## config.mk

```make
export PLATFORM = sky130hd
export DESIGN_NAME = apb_req_arbiter
export DESIGN_NICKNAME = d
export VERILOG_FILES = /design/src/rtl/apb_arb_pkg.sv /design/src/rtl/apb_rr_picker.sv /design/src/rtl/apb_req_arbiter.sv
export SDC_FILE = /design/constraint.sdc
export NUM_CORES = 1
export LEC_CHECK = 0
export ABC_AREA = 1
export CELL_PAD_IN_SITES_DETAIL_PLACEMENT = 1
export CELL_PAD_IN_SITES_GLOBAL_PLACEMENT = 1
export CORE_MARGIN = 1.5
export CORE_UTILIZATION = 26
export CTS_BUF_LIST = sky130_fd_sc_hd__clkbuf_4 sky130_fd_sc_hd__clkbuf_8
export DETAILED_ROUTE_END_ITERATION = 10
export PLACE_DENSITY_LB_ADDON = 0.1
export SLEW_MARGIN = 5
export SYNTH_ARGS = -nofsm -noshare
export SYNTH_HDL_FRONTEND = slang
export SYNTH_HIERARCHICAL = 1
export SYNTH_SLANG_ARGS = --single-unit
```

## constraint.sdc

```tcl
create_clock -name clk -period 3.5 [get_ports clk]
set_input_delay 0.525 -clock clk [delete_from_list [all_inputs] [get_ports clk]]
set_output_delay 0.525 -clock clk [all_outputs]
set_load 0.005 [all_outputs]
```

## src/rtl/apb_arb_pkg.sv

```systemverilog
// Shared types and helpers for the APB request arbiter.
// ADDR_WIDTH / DATA_WIDTH come from apb_arch.svh when present; defaults are supplied otherwise.
`ifndef ADDR_WIDTH
`define ADDR_WIDTH 32
`endif
`ifndef DATA_WIDTH
`define DATA_WIDTH 32
`endif

package apb_arb_pkg;

  localparam int unsigned ADDR_W = `ADDR_WIDTH;
  localparam int unsigned DATA_W = `DATA_WIDTH;

  typedef enum logic [1:0] {
    IDLE  = 2'd0,
    START = 2'd1,
    WAIT  = 2'd2,
    RESP  = 2'd3
  } arb_state_t;

  // Bits needed to encode a requester index (at least one).
  function automatic int unsigned gnt_width(input int unsigned n);
    int unsigned w;
    w = 1;
    while ((1 << w) < n) w++;
    return w;
  endfunction

endpackage

```

## src/rtl/apb_rr_picker.sv

```systemverilog
// Combinational round-robin pick: first set req bit at or after ptr, wrapping.
import apb_arb_pkg::*;

module apb_rr_picker #(
  parameter int unsigned NUM_REQ = 4,
  parameter int unsigned GNT_W   = gnt_width(NUM_REQ)
) (
  input  logic [NUM_REQ-1:0] req,
  input  logic [GNT_W-1:0]   ptr,
  output logic [NUM_REQ-1:0] onehot_c,
  output logic [GNT_W-1:0]   idx_c,
  output logic               any_c
);

  logic [GNT_W:0] k;

  always_comb begin
    onehot_c = '0;
    idx_c    = '0;
    any_c    = 1'b0;
    k        = '0;
    for (int unsigned i = 0; i < NUM_REQ; i++) begin
      k = (GNT_W+1)'(ptr) + (GNT_W+1)'(i);
      if (k >= (GNT_W+1)'(NUM_REQ)) k = k - (GNT_W+1)'(NUM_REQ);
      if (!any_c && req[k[GNT_W-1:0]]) begin
        any_c                 = 1'b1;
        onehot_c[k[GNT_W-1:0]] = 1'b1;
        idx_c                 = k[GNT_W-1:0];
      end
    end
  end

endmodule

```

## src/rtl/apb_req_arbiter.sv

```systemverilog
// Round-robin arbiter sharing the APB master's CPU-side channel between NUM_REQ requesters.
// Optional WAIT-state watchdog enabled by defining APB_ARB_TIMEOUT_EN.
import apb_arb_pkg::*;

module apb_req_arbiter #(
  parameter int unsigned NUM_REQ        = 4,
  parameter int unsigned TIMEOUT_CYCLES = 256
) (
  input  logic                                clk,
  input  logic                                rst_n,
  input  logic [NUM_REQ-1:0]                  req,
  input  logic [NUM_REQ-1:0]                  req_wr,
  input  logic [NUM_REQ*`ADDR_WIDTH-1:0]      req_addr,
  input  logic [NUM_REQ*`DATA_WIDTH-1:0]      req_wdata,
  output logic [NUM_REQ-1:0]                  done,
  output logic [`DATA_WIDTH-1:0]              rsp_rdata,
  output logic                                rsp_err,
  output logic                                start,
  output logic                                wr,
  output logic [`ADDR_WIDTH-1:0]              address,
  output logic [`DATA_WIDTH-1:0]              data_in,
  input  logic                                apb_sel,
  input  logic                                apb_enable,
  input  logic                                apb_ready,
  input  logic                                apb_slverr,
  input  logic [`DATA_WIDTH-1:0]              apb_rdata,
  output logic [gnt_width(NUM_REQ)-1:0]       gnt_id,
  output logic                                busy
);

  localparam int unsigned GNT_W = gnt_width(NUM_REQ);
  localparam int unsigned AW    = `ADDR_WIDTH;
  localparam int unsigned DW    = `DATA_WIDTH;

  if (NUM_REQ < 2 || NUM_REQ > 8 || TIMEOUT_CYCLES < 1) begin : g_bad_cfg
    $error("apb_req_arbiter: unsupported NUM_REQ or TIMEOUT_CYCLES");
  end

  arb_state_t         state, state_nxt;
  logic [GNT_W-1:0]   ptr;
  logic [NUM_REQ-1:0] gnt_oh;
  logic [NUM_REQ-1:0] pick_oh_c;
  logic [GNT_W-1:0]   pick_idx_c;
  logic               pick_any_c;
  logic               cmpl_c;
  logic               tmo_c;
  logic               load_c;
  logic               capture_c;
  logic               start_nxt, busy_nxt;
  logic [NUM_REQ-1:0] done_nxt;

  apb_rr_picker #(.NUM_REQ(NUM_REQ), .GNT_W(GNT_W)) u_picker (
    .req      (req),
    .ptr      (ptr),
    .onehot_c (pick_oh_c),
    .idx_c    (pick_idx_c),
    .any_c    (pick_any_c)
  );

  assign cmpl_c = apb_sel & apb_enable & apb_ready;

`ifdef APB_ARB_TIMEOUT_EN
  localparam int unsigned CNT_W = $clog2(TIMEOUT_CYCLES + 1);
  logic [CNT_W-1:0] wait_cnt;

  // Counts WAIT cycles; held at zero outside WAIT so each WAIT entry starts fresh.
  always_ff @(posedge clk or negedge rst_n) begin
    if (!rst_n)              wait_cnt <= '0;
    else if (state == WAIT)  wait_cnt <= wait_cnt + CNT_W'(1);
    else                     wait_cnt <= '0;
  end

  assign tmo_c = (state == WAIT) && (wait_cnt == CNT_W'(TIMEOUT_CYCLES - 1));
`else
  assign tmo_c = 1'b0;
`endif

  always_ff @(posedge clk or negedge rst_n) begin
    if (!rst_n) state <= IDLE;
    else        state <= state_nxt;
  end

  always_comb begin
    state_nxt = state;
    case (state)
      IDLE:    if (pick_any_c) state_nxt = START;
      START:   state_nxt = WAIT;
      WAIT:    if (cmpl_c || tmo_c) state_nxt = RESP;
      RESP:    state_nxt = IDLE;
      default: state_nxt = IDLE;
    endcase
  end

  always_comb begin
    load_c    = (state == IDLE) && pick_any_c;
    capture_c = (state == WAIT) && (cmpl_c || tmo_c);
    start_nxt = (state_nxt == START);
    busy_nxt  = (state_nxt != IDLE);
    done_nxt  = (state_nxt == RESP) ? gnt_oh : '0;
  end

  // Registered outputs and grant/response latches.
  always_ff @(posedge clk or negedge rst_n) begin
    if (!rst_n) begin
      start     <= 1'b0;
      busy      <= 1'b0;
      done      <= '0;
      gnt_id    <= '0;
      gnt_oh    <= '0;
      ptr       <= '0;
      wr        <= 1'b0;
      address   <= '0;
      data_in   <= '0;
      rsp_rdata <= '0;
      rsp_err   <= 1'b0;
    end else begin
      start <= start_nxt;
      busy  <= busy_nxt;
      done  <= done_nxt;
      if (load_c) begin
        gnt_id  <= pick_idx_c;
        gnt_oh  <= pick_oh_c;
        wr      <= req_wr[pick_idx_c];
        address <= req_addr[pick_idx_c*AW +: AW];
        data_in <= req_wdata[pick_idx_c*DW +: DW];
      end
      // A completion wins over a coincident timeout.
      if (capture_c) begin
        rsp_rdata <= (cmpl_c && !wr) ? apb_rdata : '0;
        rsp_err   <= cmpl_c ? apb_slverr : 1'b1;
      end
      if (state == RESP) begin
        ptr <= (gnt_id == GNT_W'(NUM_REQ - 1)) ? '0 : gnt_id + GNT_W'(1);
      end
    end
  end

endmodule

```

==> After elaboration in Yosys (flattened, before gate mapping) <==
Cells that the tools add are included.
{ "totals": {"ff_bits": 114, "latchBits": 0, "ram_bits": 0, "mem_bits_ro": 0, "out_inout_bits": 106, "mem_count": 0} }
{ "classes": {"add_sub_neg": 8, "mul": 0, "n_div": 0, "order_cmp": 13, "n_eq_ne": 6, "shifts": 2, "mux": 41, "bitwise_logic": 5, "n_reduce_logical": 16} }
{ "op_table": {"columns": ["operator", "n"], "rows": [
  ["128-bit by 8-bit variable part select with 32-bit output", 2],
  ["32-bit two-way mux", 1],
  ["2-bit two-way mux", 11],
  ["4-bit two-way mux", 5],
  ["2-bit by 3-bit less-than comparator with 1-bit output, second input constant", 5],
  ["1-bit two-way mux", 14],
  ["4-bit bitwise OR", 3],
  ["1-bit binary-select mux with 2-bit select", 5],
  ["1-bit logical AND", 10],
  ["3-bit >= comparator, second input constant", 3],
  ["1-bit demux with 2-bit select", 4],
  ["2-bit equality test, second input constant", 4],
  ["2-bit by 1-bit >= comparator with 1-bit output, second input constant", 4],
  ["2-bit case mux with 4 select lines", 1],
  ["2-bit by 1-bit subtractor with 2-bit output, second input constant", 4],
  ["2-bit by 2-bit adder with 3-bit output, second input constant", 2],
  ["2-bit by 1-bit equality test with 1-bit output, second input constant", 2],
  ["1-bit logical NOT", 4],
  ["2-bit by 1-bit adder with 3-bit output, second input constant", 1],
  ["2-bit by 3-bit >= comparator with 1-bit output, second input constant", 1],
  ["2-bit by 1-bit adder with 2-bit output, second input constant", 1],
  ["1-bit bitwise AND", 2],
  ["2-bit logical NOT", 1],
  ["2-bit nonzero test", 1]
]} }

==> Longest topological paths before layout <==
Gate-level depths: netlist of run 1.
{ "logic_depth": {"depth_word": 18, "ltp_mapped": 17, "ltp_nobuf": 15} }

==> Modules after synthesis <==
Netlist of run 1, hierarchy kept.
{ "modules_own_cells": {"columns": ["module", "n_inst", "cells_each", "area_each_um2"], "rows": [
  ["apb_req_arbiter", 1, 934, 6472.5],
  ["apb_rr_picker", 1, 74, 440.4]
]} }

==> Worst setup path after synthesis of run 1 <==
No wires, ideal clock.
{ "synth_timing": {"path_type": "reg2reg", "startpoint": "register ptr[0]", "endpoint": "register address[30]", "arrival_ps": 2297, "t_required_ps": 3370, "slack_ps": 1073, "path_stages_with_launch": 14, "path_cell_list": "dfrtp_1 -> inv_2 -> ha_1 -> inv_1 -> nand3_1 -> nand2_1 -> nor2_1 -> a21oi_1 -> nand3_1 -> inv_2 -> buf_4 -> buf_2 -> o211ai_1 -> nand3_1"} }
{ "synth_via": {"elab_chain_cells": 15, "elab_cells_between_ends": 39, "classes_between": "add/sub: 7; order compare: 4; shift: 1; mux: 20; reduce/logical: 7"} }
{ "synth_lines": {"columns": ["element", "line", "text"], "rows": [
  ["start, declared", "apb_req_arbiter.sv:40", "logic [GNT_W-1:0] ptr;"],
  ["start signal, assigned", "apb_req_arbiter.sv:133", "ptr <= (gnt_id == GNT_W'(NUM_REQ - 1)) ? '0 : gnt_id + GNT_W'(1);"],
  ["parallel branches: the longest is 13 deep, another holds 2-bit by 1-bit adder with 3-bit output", null, null],
  ["2-bit two-way mux *", "apb_rr_picker.sv:25", "if (!any_c && req[k[GNT_W-1:0]]) begin"],
  ["net pick_idx_c[0]", "apb_req_arbiter.sv:43", "logic [GNT_W-1:0] pick_idx_c;"],
  ["128-bit by 8-bit variable part select with 32-bit output *", "apb_req_arbiter.sv:124", "address <= req_addr[pick_idx_c*AW +: AW];"],
  ["end signal, assigned", "apb_req_arbiter.sv:124", null],
  ["end, declared", "apb_req_arbiter.sv:20", "output logic [`ADDR_WIDTH-1:0] address,"]
]} }
Mark *: on every way through the listed nets, which the timed path passes. The select of a mux whose other input is x is not followed.
A chain may end at the register's enable or synchronous reset.

==> Final worst setup path of run 1 <==
{ "layout_timing": {"startpoint": "register ptr[1]", "endpoint": "register address[18]"} }
The elaborated chain is that of the path after synthesis.

==> impl_metrics.toml, run 1 <==
[logic_synthesis]
yosysWarnings = 6
ys_seq_elements = 114
synth_edf_count = 0
ys.flop_type = "dfrtp_1"
yosys.cell_count.top_type = "nand2_1"
ys_top_cells_by_area = "dfrtp_1 41%, nand2_1 26%, o21ai_0 7.2%"
synth_nets = 1320
ys_top_cells_by_count = "472 x nand2_1, 114 x dfrtp_1, 99 x o21ai_0"
syn_inst = 1008
yosysTopAreaCellShare = 0.413
ys_async_sr_fraction = 1.00
synth_area_um2 = 6910
avgSynthCellArea_um2 = 6.86
yosysTopAreaCell = "dfrtp_1"
ys_types = 29
yosysSeqAreaShare = 0.413

[run_status]
status = "finished, final reports clean"

[global_routing]
grt_pass1_wl_um = 49300
grt-busiest-layer = "met2"
grt_util_met3 = 0.0643
use_met2 = 0.401
use_met1 = 0.266
grt_usage = 0.229
first_global_vias = 8688
overflow = 0
grt_max_degree = 115
antenna_found_initial = 3

[timing]
final_hold_viol_count = 0
min_period_over_period = 0.912
min_period_ns = 3.19
worstMarginPinSlew_ns = 1.05
maxSlewHeadroom = 0.302
drv_slew = 0
fmax_mhz = 313
finClkSkew_ns = 0.0230
report.final.setup_viol = 0
setup_ws_ns = 0.308
rsz0062_at_grt = "no"
tns_ns = 0

[clock_tree]
cts_tree = "yes"
numCtsBuffers = 17
cts.clk_slew.worst_paths_ns = 0.09
postCtsHoldBufs = 0
htree_num_levels = 4
cts_root_buffer = "clkbuf_8"
clock-sinks = 114
post_cts_buffers = 0
clock_latency_ns = 0.46
post_cts_resized = 0
clockBufferDepth = 2

[placed_design]
place_congestion = 0.843
dp_cells = 1707
hpwl_um = 23000
io_buffers = 407
pre_cts_slack_ns = 0.305

[critical_path]
crit_path_frequent_cell = "inv_1"
cp_slowest_cell = "dfrtp_1"
cp-start-kind = "register"
crit_path_end_kind = "register"
crit_arrival_ns = 3.56
path_cells = "inv_1, ha_1, inv_1, nand3_1, nand2_1, nor2_1, a21oi_1, nand3_4, buf_12, buf_4, o21ai_0, o211ai_1"
crit_start = "ptr[1]"
critPathKind = "reg -> reg"
worstPathRequired_ns = 3.87
r2r_start = "ptr[1]"
slowest_delay_ns = 0.52
worst-path-max-fanout = 101

[floorplanning]
die_h_um = 166
die_width_um = 166
core_area_um2 = 26100
initial_utilization = 0.265
num_rows = 59
io_pins = 408
die_area_um2 = 27600

[worst_hold_path]
hold_path_class = "in -> async"

[route]
wire_per_inst_um = 17.8
ant_nets = 0
drt-total-wl_um = 31000
post-route-drc-count = 0
vias = 8175
vias_per_cell = 4.69
drtPass1Iterations = 4
drtIter0Drc = 288

[power]
clkPwrFrac = 0.115
switching_share = 0.499
p_switching_mw = 5.69
power.share.sequential = 0.203
p_comb_frac = 0.683
p_leak_nw = 5.40
ir_drop_uv = 754
power.internal_mw = 5.71
power_density_nw_per_um2 = 976

[final_layout]
multi_input_area_um2 = 3510
nets = 1703
fin_cells = 1742
regArea_um2 = 2850
n_fill_cell = 3271
drive_above_1_share = 0.0556
syn_to_final_growth_pct = 68.9

[flow_run]
drv_cap = 0
final cells by class:
class / count / share of cell area
timing repair buffer: 428 / 0.366
multi-input combinational: 773 / 0.300
sequential: 114 / 0.244
tap: 335 / 0.0359
clock buffer: 17 / 0.0200
inverter: 57 / 0.0186
clock inverter: 15 / 0.0136
antenna: 3 / 0.000643
path summary, 6_finish.rpt:
path / endpoint / slack, ns / depth (start not counted)
max: address[18] / 0.31 / 12
min: data_in[31] / 0.11 / 2
max reg2reg: address[18] / 0.31 / 12
min reg2reg: address[7] / 0.48 / 2
max in group asynchronous: wr / 2.81 / 2
min in group clk: address[7] / 0.48 / 2
state kept, by name, indices dropped and copies added (netlist names):
name and flops:
busy 1, data_in 32, rsp_rdata 32, rsp_err 1, done 4, gnt_id 2, address 32, ptr 2
wr 1, state 2, gnt_oh 4, start 1
power by group through the flow:
stage	Clock (mW)	Sequential (mW)	Combinational (mW)
finish	1.31	2.31	7.78
global route	1.40	2.41	8.81
CTS	1.35	2.32	7.97
detailed placement	0	2.33	7.96
global placement	0	2.31	7.81
floorplan	0	2.34	4.79
kinds of logic (layout without fill, tap and decap cells):
logic type / after synthesis / in the layout / share of synthesized area
adder cells (fa/ha/maj): 10 / 10 / 0.0181
other: 0 / 3 / 0
flip-flops: 114 / 114 / 0.413
AND/OR/NAND/NOR: 580 / 580 / 0.336
multiplexers: 2 / 2 / 0.00326
AO/OA/AOI/OAI: 181 / 181 / 0.147
buffers and inverters: 121 / 517 / 0.0827
metrics by stage:
stage	hold slack [ns]	area [µm²]	power, mW	utilization
3_5_place_dp	0.466	11300	10.3	0.433
5_1_grt	0.150	11700	12.6	0.448
2_1_floorplan	0.229	6910	7.14	-
6_report	0.112	11700	11.4	0.448
3_3_place_gp	0.464	11300	10.1	0.433
4_1_cts	0.172	11700	11.6	0.448
layer usage:
layer,part of all wire,wire [µm],up-vias
li1,-,-,3983
met1,0.41,12600,3853
met2,0.49,15300,286
met3,0.068,2100,51
met4,0.031,976,2
met5,0.00029,9,-
cells in the final DEF, fill, tap and decap left out, drive strengths merged, types with 2 or more instances in the layout:
cell | synthesis | layout
a21boi | 4 | 4
a21oi | 8 | 8
buf | 38 | 22
clkbuf | 26 | 17
clkdlybuf4s50 | 0 | 406
clkinvlp | 0 | 3
dfrtp | 114 | 114
diode | 0 | 3
ha | 10 | 10
inv | 57 | 67
mux2 | 2 | 2
nand2 | 482 | 482
nand3 | 50 | 50
nand4 | 7 | 7
nor2 | 38 | 38
o211ai | 39 | 39
o21ai | 130 | 130
or2 | 3 | 3
critical path: cells and delay by family, from the launching register on:
kind	cells	cell delay (ns)
buffers and inverters	4	0.98
AND/OR/NAND/NOR	4	0.62
flip-flops	1	0.52
AO/OA/AOI/OAI	3	0.52
adder cells (fa/ha/maj)	1	0.40
(Power assumes the default switching activity.)
==> inputs of run 2 (changes only) <==
Settings changed: CORE_AREA set to 2 2 160 162, CORE_MARGIN 1.5 to not set, CORE_UTILIZATION 26 to not set, DIE_AREA set to 0 0 162 164, DONT_BUFFER_PORTS set to 1.
==> run 2 against run 1 <==
The flow now finishes with violations (negative hold slack). Clock-buffer cell count is the same. Clock skew down 0.0015 ns. Fmax increased by 4.2%. Global-route usage decreased by 3.4 points. Sequential power up 10%. Sequential share of layout area grew 13 points. Flip-flop and latch count stayed put. Worst hold slack worse by 0.11 ns. Combinational power is 21% lower. Cell count decreased by 24%.
==> impl_metrics.toml, run 2 (synthesis gave the netlist of run 1 again) <==
[power]
switching_share = 0.542
clkPwrFrac = 0.136
p_leak_nw = 3.84
power.internal_mw = 4.59
power_density_nw_per_um2 = 1320
ir_drop_uv = 640
p_comb_frac = 0.609
power.share.sequential = 0.255
p_switching_mw = 5.43
power_mw = 10.0

[critical_path]
critPathKind = "reg -> reg"
r2r_start = "ptr[1]"
rr_worst_depth = 11
worst-path-max-fanout = 38
rrSetupSlack_ns = 0.44
crit_arrival_ns = 3.45
worstPathRequired_ns = 3.89
crit_start = "ptr[1]"
timing.rr.end = "address[30]"
crit_path_end_kind = "register"
cp-start-kind = "register"

[placed_design]
io_buffers = 0
hpwl_um = 19200
pre_cts_slack_ns = 0.365
place_congestion = 0.804
dp_cells = 1289
place_area_um2 = 7170

[worst_hold_path]
hold_path_class = "in -> async"

[flow_run]
drv_cap = 0

[route]
post-route-drc-count = 0
vias_per_cell = 4.97
ant_nets = 0
drt-total-wl_um = 26300
drtIter0Drc = 316
vias = 6571
wire_per_inst_um = 19.9
drtPass1Iterations = 5

[timing]
worst_hold_slack_ns = -0.00169
finClkSkew_ns = 0.0215
report.final.setup_viol = 0
final_hold_viol_count = 1
drv_slew = 0
min_period_over_period = 0.876
worstMarginPinSlew_ns = 1.04
fmax_mhz = 326
tns_ns = 0
maxSlewHeadroom = 0.308
min_period_ns = 3.06
setup_ws_ns = 0.435
rsz0062_at_grt = "no"

[clock_tree]
numCtsBuffers = 17
post_cts_buffers = 0
cts_root_buffer = "clkbuf_8"
clock-sinks = 114
clockBufferDepth = 2
post_cts_resized = 0
cts_tree = "yes"
cts.clk_slew.worst_paths_ns = 0.10
clock_latency_ns = 0.45
htree_num_levels = 4

[floorplanning]
die_width_um = 162
die_h_um = 164
initial_utilization = 0.279
core_area_um2 = 24800
num_rows = 58
die_area_um2 = 26600
io_pins = 408

[run_status]
violations = "negative hold slack"
status = "finished with violations"

[final_layout]
drive_above_1_share = 0.0726
nets = 1291
final_cell_mix = "472 x nand2_1, 114 x dfrtp_1, 99 x o21ai_0, 53 x inv_1, 47 x nand3_1"
n_fill_cell = 3144
syn_to_final_growth_pct = 10.2
fin_cells = 1323
final_common_cell = "nand2_1"
reg_top3 = "address: 32 flops, data_in: 32 flops, rsp_rdata: 32 flops"
fin_area_um2 = 7620
postLayoutCoreUtil = 0.307

[global_routing]
antenna_found_initial = 2
first_global_vias = 6882
overflow = 0
grt_max_degree = 115
grt_usage = 0.196
grt_pass1_wl_um = 40100
run 2: how the worst max path moves through the flow:
stage and endpoint:
2_1_floorplan address[30], 3_3_place_gp address[30], 3_5_place_dp address[30], 4_1_cts address[30], 5_1_grt address[30], 6_report address[30]
run 2: worst max-delay path, cell delays in order (launching register included):
cell      delay, ns
dfrtp_1        0.49
inv_1          0.16
ha_1           0.37
inv_1          0.14
nand3_1        0.09
nand2_1        0.06
nor2_1         0.10
a21oi_1        0.15
nand3_1        0.22
nor2_4         0.83
o211ai_1       0.24
nand3_1        0.13
run 2: cell type report:
type / count / area (µm²) / share of cell area
multi-input combinational: 773 / 3510 / 0.461
sequential: 114 / 2850 / 0.374
tap: 330 / 413 / 0.0542
clock buffer: 17 / 234 / 0.0307
inverter: 57 / 216 / 0.0284
timing repair buffer: 16 / 203 / 0.0266
clock inverter: 15 / 185 / 0.0243
antenna: 1 / 2.50 / 0.000328
run 2: power by group through the flow:
stage          Clock [mW]  Sequential [mW]  Combinational (mW)
6_report             1.36             2.55                6.11
5_1_grt              1.47             2.64                7.13
4_1_cts              1.44             2.58                6.27
3_5_place_dp            0             2.60                6.23
3_3_place_gp            0             2.61                6.12
2_1_floorplan           0             2.34                4.79
run 2: routing by layer:
metal / track usage / vias up / part of all wire
met1: 0.232 / 3120 / 0.40
met5: 0 / - / 0.00038
met4: 0.0503 / 2 / 0.014
met3: 0.0609 / 24 / 0.084
met2: 0.344 / 256 / 0.50
li1: - / 3169 / -
run 2: timing repair:
| item | CTS | global route |
|---|---|---|
| endpoints found under the setup margin | 0 | 1 |
| hold buffers | 1 | 0 |
| hold endpoints to repair | 114 | 0 |
==> inputs of run 3 (changes only) <==
Settings changed: CTS_CLUSTER_DIAMETER set to 150.
==> results of run 3 <==
Same layout as run 2: the final DEF is identical, and so are final timing and power.
